**config.mk**
```make
export PLATFORM = sky130hd
export DESIGN_NAME = hamming74_serial_rx
export DESIGN_NICKNAME = d
export VERILOG_FILES = /design/src/rtl/hamming74_pkg.sv /design/src/rtl/hamming74_correct.sv /design/src/rtl/hamming74_serial_rx.sv
export SDC_FILE = /design/constraint.sdc
export NUM_CORES = 1
export LEC_CHECK = 0
export ABC_AREA = 1
export CORE_ASPECT_RATIO = 1.25
export CORE_UTILIZATION = 35
export CTS_BUF_LIST = sky130_fd_sc_hd__clkbuf_8
export CTS_CLUSTER_DIAMETER = 30
export DETAILED_ROUTE_END_ITERATION = 7
export DONT_BUFFER_PORTS = 1
export GPL_ROUTABILITY_DRIVEN = 0
export GPL_TIMING_DRIVEN = 0
export PLACE_DENSITY = 0.53
export SETUP_SLACK_MARGIN = 0.02
export SYNTH_ARGS = -nofsm -noshare
export SYNTH_HDL_FRONTEND = slang
export SYNTH_SLANG_ARGS = --single-unit
```
**constraint.sdc**
```tcl
create_clock -name clk -period 2.1 [get_ports clk]
set_input_delay 0.105 -clock clk [delete_from_list [all_inputs] [get_ports clk]]
set_output_delay 0.105 -clock clk [all_outputs]
set_load 0.05 [all_outputs]
```
**src/rtl/hamming74_pkg.sv**
```systemverilog
// Shared Hamming(7,4) types, bit positions and the syndrome function used by
// both the encoder and the serial receiver.
package hamming74_pkg;

    typedef logic [6:0] codeword_t;
    typedef logic [3:0] nibble_t;
    typedef logic [2:0] syndrome_t;

    typedef enum logic [1:0] {
        S_IDLE,
        S_SHIFT,
        S_DECODE,
        S_OUT
    } rx_state_t;

    localparam int D0_POS = 2;
    localparam int D1_POS = 4;
    localparam int D2_POS = 5;
    localparam int D3_POS = 6;
    localparam int P0_POS = 0;
    localparam int P1_POS = 1;
    localparam int P2_POS = 3;

    // Each syndrome bit covers the positions whose 1-based index has that bit set.
    function automatic syndrome_t syndrome_of(input codeword_t c);
        syndrome_t s;
        s[0] = c[P0_POS] ^ c[D0_POS] ^ c[D1_POS] ^ c[D3_POS];
        s[1] = c[P1_POS] ^ c[D0_POS] ^ c[D2_POS] ^ c[D3_POS];
        s[2] = c[P2_POS] ^ c[D1_POS] ^ c[D2_POS] ^ c[D3_POS];
        return s;
    endfunction

endpackage

```
**src/rtl/hamming74_correct.sv**
```systemverilog
// Combinational single-error correction: received codeword in, corrected
// codeword, raw syndrome and extracted data nibble out.
module hamming74_correct
    import hamming74_pkg::*;
(
    input  logic [6:0] code_in,
    output logic [6:0] code_out,
    output logic [2:0] syndrome,
    output logic [3:0] data
);

    syndrome_t syn;
    codeword_t flip_mask;
    codeword_t fixed;

    always_comb begin
        syn       = syndrome_of(code_in);
        flip_mask = '0;
        if (syn != 3'd0)
            flip_mask = 7'd1 << (syn - 3'd1);
        fixed     = code_in ^ flip_mask;
    end

    assign code_out = fixed;
    assign syndrome = syn;
    assign data     = {fixed[D3_POS], fixed[D2_POS], fixed[D1_POS], fixed[D0_POS]};

endmodule

```
**src/rtl/hamming74_serial_rx.sv**
```systemverilog
// Serial Hamming(7,4) receiver: assembles codewords bit-serially, corrects single
// errors and hands out nibbles over valid/ready. Optional HAMMING74_RX_ERRCNT_EN.
module hamming74_serial_rx
    import hamming74_pkg::*;
#(
    parameter int CNT_W = 16
) (
    input  logic             clk,
    input  logic             rst,
    input  logic             in_bit,
    input  logic             in_start,
    input  logic             in_valid,
    output logic             in_ready,
    output logic [3:0]       out_data,
    output logic [6:0]       out_code,
    output logic [2:0]       out_syndrome,
    output logic             out_err,
    output logic             out_valid,
    input  logic             out_ready,
    output logic             resync,
    output logic [CNT_W-1:0] err_count
);

    rx_state_t state_q, state_d;
    logic [2:0] cnt_q, cnt_d;
    codeword_t  shreg_q, shreg_d;
    logic       in_ready_q, in_ready_d;
    logic       out_valid_q, out_valid_d;
    logic       resync_q, resync_d;
    nibble_t    out_data_q, out_data_d;
    codeword_t  out_code_q, out_code_d;
    syndrome_t  out_syn_q, out_syn_d;
    logic       out_err_q, out_err_d;

    codeword_t  corr_code;
    syndrome_t  corr_syn;
    nibble_t    corr_data;
    logic       accept;

    hamming74_correct u_correct (
        .code_in  (shreg_q),
        .code_out (corr_code),
        .syndrome (corr_syn),
        .data     (corr_data)
    );

    assign accept = in_valid && in_ready_q;

    always_comb begin
        state_d    = state_q;
        cnt_d      = cnt_q;
        shreg_d    = shreg_q;
        resync_d   = 1'b0;
        out_data_d = out_data_q;
        out_code_d = out_code_q;
        out_syn_d  = out_syn_q;
        out_err_d  = out_err_q;

        case (state_q)
            S_IDLE: begin
                if (accept && in_start) begin
                    shreg_d = {6'd0, in_bit};
                    cnt_d   = 3'd1;
                    state_d = S_SHIFT;
                end
            end
            S_SHIFT: begin
                if (accept) begin
                    // A start marker mid-word wins, even on what would be the last bit.
                    if (in_start) begin
                        shreg_d  = {6'd0, in_bit};
                        cnt_d    = 3'd1;
                        resync_d = 1'b1;
                    end else begin
                        shreg_d[cnt_q] = in_bit;
                        cnt_d          = cnt_q + 3'd1;
                        if (cnt_q == 3'd6) begin
                            cnt_d   = 3'd0;
                            state_d = S_DECODE;
                        end
                    end
                end
            end
            S_DECODE: begin
                out_data_d = corr_data;
                out_code_d = corr_code;
                out_syn_d  = corr_syn;
                out_err_d  = (corr_syn != 3'd0);
                state_d    = S_OUT;
            end
            S_OUT: begin
                if (out_ready)
                    state_d = S_IDLE;
            end
            default: state_d = S_IDLE;
        endcase

        in_ready_d  = (state_d == S_IDLE) || (state_d == S_SHIFT);
        out_valid_d = (state_d == S_OUT);
    end

    always_ff @(posedge clk) begin
        if (rst) begin
            state_q     <= S_IDLE;
            cnt_q       <= 3'd0;
            shreg_q     <= '0;
            in_ready_q  <= 1'b1;
            out_valid_q <= 1'b0;
            resync_q    <= 1'b0;
            out_data_q  <= '0;
            out_code_q  <= '0;
            out_syn_q   <= '0;
            out_err_q   <= 1'b0;
        end else begin
            state_q     <= state_d;
            cnt_q       <= cnt_d;
            shreg_q     <= shreg_d;
            in_ready_q  <= in_ready_d;
            out_valid_q <= out_valid_d;
            resync_q    <= resync_d;
            out_data_q  <= out_data_d;
            out_code_q  <= out_code_d;
            out_syn_q   <= out_syn_d;
            out_err_q   <= out_err_d;
        end
    end

`ifdef HAMMING74_RX_ERRCNT_EN
    logic [CNT_W-1:0] err_count_q, err_count_d;

    always_comb begin
        err_count_d = err_count_q;
        if (state_q == S_DECODE && corr_syn != 3'd0 && err_count_q != '1)
            err_count_d = err_count_q + CNT_W'(1);
    end

    always_ff @(posedge clk) begin
        if (rst)
            err_count_q <= '0;
        else
            err_count_q <= err_count_d;
    end

    assign err_count = err_count_q;
`else
    assign err_count = '0;
`endif

    assign in_ready     = in_ready_q;
    assign out_valid    = out_valid_q;
    assign resync       = resync_q;
    assign out_data     = out_data_q;
    assign out_code     = out_code_q;
    assign out_syndrome = out_syn_q;
    assign out_err      = out_err_q;

endmodule

```
==> results of run 1 <==
-- state kept, by name, summed over array words and instances (netlist names) --
signal / flops
out_syndrome: 3
in_ready: 1
out_err: 1
out_valid: 1
shreg_q: 7
state_q: 2
out_data: 4
cnt_q: 3
out_code: 3
resync: 1
-- repair_timing --
item	CTS	global route
setup endpoints to repair	6	7
buffers inserted	0	5
hold endpoints to repair	4	1
pin swaps	0	3
resized for setup	2	15
hold buffers	2	1
-- metrics by stage --
step	setup slack, ns	utilization [%]	cell area [um^2]
3_5_place_dp	0.00515	39.1	1720
3_3_place_gp	0.00442	39.1	1720
4_1_cts	0.0933	41.3	1810
2_1_floorplan	0.272	-	1640
6_report	0.190	43.3	1900
5_1_grt	0.0342	43.3	1900
-- critical path, cell delays in order, from the launching register on --
cell,delay [ns]
dfxtp_4,0.39
inv_2,0.05
nand2_1,0.10
nand4_1,0.14
nand2_4,0.14
nor2_1,0.06
ha_1,0.30
buf_4,0.15
nor2_4,0.15
nand3_1,0.09
nand2_1,0.06
nand3_1,0.07
nand2_1,0.07
inv_1,0.03
-- cells in the mapped netlist, types with 2 or more instances --
cell      instances  area, um^2
o21ai_0           7        35.0
nand4_1          11        68.8
o21ai_1           3        15.0
nand2_1          54         203
a31oi_1           2        12.5
dfxtp_1          26         521
inv_1            28         105
a21oi_1          12        60.1
nor3_1            4        20.0
o211ai_1          3        22.5
nand3_1          18        90.1
buf_4            21         158
inv_2             7        26.3
nor2_1           25        93.8
nand2_2           4        25.0
-- area by class of cell --
cell class / instances / area (um^2)
Sequential cell: 26 / 536
Clock buffer: 3 / 41.3
Fill cell: 474 / 2490
Multi-Input combinational cell: 169 / 845
Buffer: 24 / 178
Tap cell: 58 / 72.6
Inverter: 35 / 131
Clock inverter: 1 / 30.0
Timing Repair Buffer: 8 / 67.6
-- path summary, 6_finish.rpt --
kind | cells past startpoint | startpoint | endpoint
setup / recovery | 13 | shreg_q[2] | out_data[2]
hold / removal | 3 | out_ready | out_valid
setup reg to reg | 13 | shreg_q[2] | out_data[2]
hold reg to reg | 2 | cnt_q[1] | cnt_q[1]
-- metal layers --
layer	up-vias	routed length, um	GRT usage (%)
li1	784	-	-
met1	663	1550	18.3
met2	27	1740	26.9
met5	-	0	0
met4	0	38	4.65
met3	6	118	2.83
-- report_power, final --
part / switching [W] / internal (W)
clock: 0.000167 / 0.000255
sequential: 0.00000947 / 0.000496
combinational: 0.000132 / 0.0000542
total: 0.000309 / 0.000805
-- cell usage in the layout (no fill, tap or decap) --
| master | instances |
|---|---|
| buf_2 | 1 |
| conb_1 | 16 |
| nor2_2 | 1 |
| xnor2_1 | 1 |
| inv_2 | 7 |
| o21ai_0 | 7 |
| a211oi_1 | 1 |
| nand3_1 | 18 |
| nor3_1 | 4 |
| a31oi_1 | 2 |
| clkbuf_1 | 1 |
| a21oi_1 | 12 |
| nor4_1 | 1 |
| dfxtp_4 | 3 |
| o21ai_1 | 3 |
| o211ai_4 | 1 |
| nor2_1 | 23 |
| nand2_2 | 4 |
| o211ai_1 | 3 |
| nand4_1 | 11 |
| or2_1 | 1 |
| nor2_4 | 3 |
| dlygate4sd3_1 | 3 |
| xor2_1 | 1 |
| nand2_1 | 52 |
| nand2_4 | 2 |
| inv_1 | 28 |
| nor2_8 | 1 |
| dfxtp_2 | 3 |
| dfxtp_1 | 20 |
| ha_1 | 1 |
| buf_6 | 1 |
| buf_4 | 26 |
| clkbuf_8 | 3 |
| bufinv_16 | 1 |
-- cells by family (layout without fill, tap and decap cells) --
group                    Yosys count  in the layout
XOR/XNOR                           2              2
adder cells (fa/ha/maj)            1              1
buffers and inverters             59             71
other                              1             16
flip-flops                        26             26
AO/OA/AOI/OAI                     29             29
AND/OR/NAND/NOR                  121            121
==> qor.csv, run 1 <==
metric,value,unit
synth_fa_ha_area_share,0.788,%
cts_tree,done,
synth_edf_count,0,
port-buffer-count,0,
area_delta_synth_final,19.7,%
route.antenna.remaining_nets,0,
fin_crit_sh,91.0,%
synth-main-ff-cell,dfxtp_1,
diodes,0,
fp.dieArea,0.00481,mm^2
yosys_warnings,0,
cp.required,2.28,ns
die_h,77.3,um
power.leakage,0.882,nW
vias,1480,
status,completed,
first_pass_iters,4,
synth_top_family_by_area,simple AND/OR/NAND/NOR gates,
final_cells,324,
ys_seq_area_share,32.8,%
cts_buffers,3,
power_density,586,mW/mm^2
maxCapViolCount,0,
synth-compound-area-share,11.0,%
via_per_inst,4.57,
grt_pass1_wl,5960,um
timing_hold_violations_final,0,
grt_max_degree,16,
crit_path_start_kind,flip-flop,
antenna_found_initial,0,
die_w,62.2,um
wirelength,3450,um
grt_usage,15.2,%
avgSynthCellArea,6.64,um^2
arrival,2.09,ns
finalCriticalPeriod,1.91,ns
drt-initial-drc-count,49,
io_pins,40,
irDropWorstVdd,0.246,mV
synth.distinct_cells,29,
clock_sinks,26,
r2r_setup_slack,0.19,ns
cp_max_fo,9,
nets,274,
drive_gt1_share,21.4,%
hold_class,input pin to flip-flop,
critPathCaptureType,flip-flop,
netlist_area,0.00159,mm^2
report.final.slew_viol_count,0,
core,0.00439,mm^2
whs,0.0298,ns
clk_pin_slew,0.10,ns
relSlewSlack,63.5,%
worst_pin_slew,0.547,ns
start_util,36.2,%
clock_latency,0.27,ns
place_inst,312,
setup-tns-final,0,ns
grt_pass1_vias,1391,
fin_total_pwr,0.00111,W
grt_overflow_total,0,
dp_hpwl,2550,um
final.setup_skew,0.00478,ns
synth-xor-area-share,1.10,%
synth_cells,239,
routedWlPerCell,10.7,um
synth-simple-area-share,34.7,%
grt_setup_unrepaired,false,
cts_buffer_depth,2,
cts_root_buf,clkbuf_8,
async_flop_share,0,%
rows,27,
critical_path_class,flip-flop to flip-flop,
drc,0,
htreeDepth,1,
setup_violations,0,
fmax,0.524,GHz
ys_ff_latch,26,
synth.mux.area_fraction,0,%
Note: power is estimated with default switching activity, not from simulation.
==> run 2, diff against run 1 <==
ABC_AREA = 0   (was 1)
==> qor.csv, run 2 <==
metric,value,unit,change
grt_overflow_total,0,,unchanged
synth.top_cells.by_count,"dfxtp_1 (26), nor2_1 (22), buf_4 (20), nand4_1 (10), nor3_1 (9)",,"was nand2_1 (54), inv_1 (28), dfxtp_1 (26), nor2_1 (25), buf_4 (21)"
finalCriticalPeriod,2.03,ns,was 1.91 ns
first_pass_iters,4,,unchanged
grt_pass1_wl,6230,um,was 5960 um
wirelength,3960,um,was 3450 um
drt-initial-drc-count,84,,was 49
synth_top_area_cell,dfxtp_1,,unchanged
netlist_area,0.00166,mm^2,was 0.00159 mm^2
hold_class,input pin to flip-flop,,unchanged
regMostFlops,shreg_q,,unchanged
area_delta_synth_final,26.4,%,was 19.7%
worstHoldPathCells,3,,unchanged
largest_reg_flops,7,,unchanged
async_flop_share,0,%,unchanged
ys_seq_area_share,31.3,%,was 32.8%
cpPeakStageDelay,0.32,ns,was 0.39 ns
crit_buf_inv,1,,was 3
layout_commonest_cell,buf_4,,was nand2_1
drc,0,,unchanged
cts_root_buf,clkbuf_8,,unchanged
synth_edf_count,0,,unchanged
cts_buffers,3,,unchanged
power.leakage,0.792,nW,was 0.882 nW
critPathCaptureType,flip-flop,,unchanged
cts_tree,done,,unchanged
setup_violations,0,,unchanged
path_delay_family,compound AO/OA/AOI/OAI gates,,was simple AND/OR/NAND/NOR gates
grt_pass1_vias,1323,,"was 1,391"
synth_cells,200,,was 239
io_pins,40,,unchanged
fin_crit_sh,96.8,%,was 91.0%
worst_pin_slew,0.677,ns,was 0.547 ns
irDropWorstVdd,0.302,mV,was 0.246 mV
report.final.slew_viol_count,0,,unchanged
clock_sinks,26,,unchanged
arrival,2.22,ns,was 2.09 ns
cp_slowest_cell,dfxtp_1,,was dfxtp_4
layout_common_cells,"buf_4 (36), dfxtp_1 (22), nor2_1 (21), conb_1 (16), nand4_1 (10)",,"was nand2_1 (52), inv_1 (28), buf_4 (26), nor2_1 (23), dfxtp_1 (20)"
clock_latency,0.27,ns,about the same
place_inst,273,,was 312
fmax,0.492,GHz,was 0.524 GHz
htreeDepth,1,,unchanged
cp.depth,8,,was 13
routedWlPerCell,13.6,um,was 10.7 um
start_util,37.0,%,was 36.2%
reg2reg_depth,8,,was 13
via_per_inst,4.99,,was 4.57
yosys_warnings,0,,unchanged
rows,27,,unchanged
clk_pin_slew,0.10,ns,about the same
cts_buffer_depth,2,,unchanged
setup-tns-final,0,ns,unchanged
route.antenna.remaining_nets,0,,unchanged
port-buffer-count,0,,unchanged
core,0.00449,mm^2,was 0.00439 mm^2
power_density,495,mW/mm^2,was 586 mW/mm^2
diodes,0,,unchanged
die_h,79.0,um,was 77.3 um
synth.distinct_cells,43,,was 29
critical_path_class,flip-flop to flip-flop,,unchanged
final.setup_skew,0.00497,ns,was 0.00478 ns
antenna_found_initial,0,,unchanged
yosysTopAreaCellShare,31.3,%,was 32.8%
synth-main-ff-cell,dfxtp_1,,unchanged
drive_gt1_share,30.3,%,was 21.4%
fin_total_pwr,0.00104,W,was 0.00111 W
crit_path_start_kind,flip-flop,,unchanged
maxCapViolCount,0,,unchanged
status,completed,,unchanged
grt_max_degree,15,,was 16
dp_hpwl,2630,um,was 2550 um
yosys-top-cells-area,"dfxtp_1 (31%), buf_4 (9.0%), nor2_1 (5.0%), a311oi_1 (4.2%), nand4_1 (3.8%)",,"was dfxtp_1 (33%), nand2_1 (13%), buf_4 (9.9%), inv_1 (6.6%), nor2_1 (5.9%)"
ys_ff_latch,26,,unchanged
cp_max_fo,6,,was 9
cp.required,2.29,ns,was 2.28 ns
die_w,63.6,um,was 62.2 um
relSlewSlack,54.8,%,was 63.5%
avgSynthCellArea,8.31,um^2,was 6.64 um^2
final_cells,292,,was 324
timing_hold_violations_final,0,,unchanged
vias,1457,,"was 1,480"
grt_usage,15.6,%,was 15.2%
synth.most_common_cell,dfxtp_1,,was nand2_1
crit_chain,"buf_6, xnor2_4, nand3_2, o31ai_4, ha_4, or2_2, a211o_1, a311oi_1",,"was inv_2, nand2_1, nand4_1, nand2_4, nor2_1, ha_1, buf_4, nor2_4, nand3_1, nand2_1, nand3_1, nand2_1, inv_1"
nets,242,,was 274
fp.dieArea,0.00503,mm^2,was 0.00481 mm^2
-- run 2: final timing paths --
check / start / endpoint / slack, ns
hold reg to reg: shreg_q[0] / shreg_q[0] / 0.55
hold / removal: out_ready / out_valid / 0.002
setup / recovery: shreg_q[5] / out_data[3] / 0.07
setup reg to reg: shreg_q[5] / out_data[3] / 0.07
-- run 2: kinds of logic (layout without fill, tap and decap cells) --
logic type	after synthesis	in the layout	synth area share, %
other	1	16	0.226
adder cells (fa/ha/maj)	1	1	0.753
AO/OA/AOI/OAI	43	43	18.8
flip-flops	26	26	31.3
AND/OR/NAND/NOR	79	79	26.6
XOR/XNOR	9	9	6.55
buffers and inverters	37	56	13.3
multiplexers	4	4	2.48
-- run 2: metrics by stage --
stage	hold slack, ns	util [%]	setup WS [ns]	area [um^2]
floorplan	0.252	-	0.0282	1730
global placement	0.259	40.1	-0.263	1800
detailed placement	0.266	40.1	-0.241	1800
CTS	0.00592	43.5	0.0287	1950
global route	0.0165	46.7	-0.0332	2100
finish	0.00152	46.7	0.0676	2100
-- run 2: per-layer routing --
layer	vias up	GRT usage [%]	wire length [um]
met5	-	0	0
met4	0	3.86	29
met3	2	2.87	180
met2	35	26.5	2010
met1	668	20.1	1740
li1	752	-	-
-- run 2: where the power goes --
group	internal [W]	switching [W]
registers	0.000496	0.00000388
logic	0.0000714	0.000130
clock network	0.000168	0.000170
total	0.000735	0.000304
-- run 2: cell type report --
| cell class | count | area, um^2 |
|---|---|---|
| tap | 58 | 72.6 |
| sequential | 26 | 531 |
| multi-input combinational | 152 | 1090 |
| timing repair buffer | 16 | 123 |
| clock buffer | 4 | 55.1 |
| inverter | 3 | 11.3 |
| buffer | 33 | 220 |
| fill | 451 | 2390 |
-- run 2: timing repair --
item                                    4_1_cts  5_1_grt
hold buffers                                  1        0
pin swaps                                     6       15
resized for setup                            11       14
hold endpoints to repair                      2        0
setup buffers                                 6        9
endpoints found under the setup margin        7        6
-- run 2: tightest hold or removal path, cell delays in order --
cell,delay (ns)
nand2_1,0.03
nand2_1,0.06
nor2_1,0.04
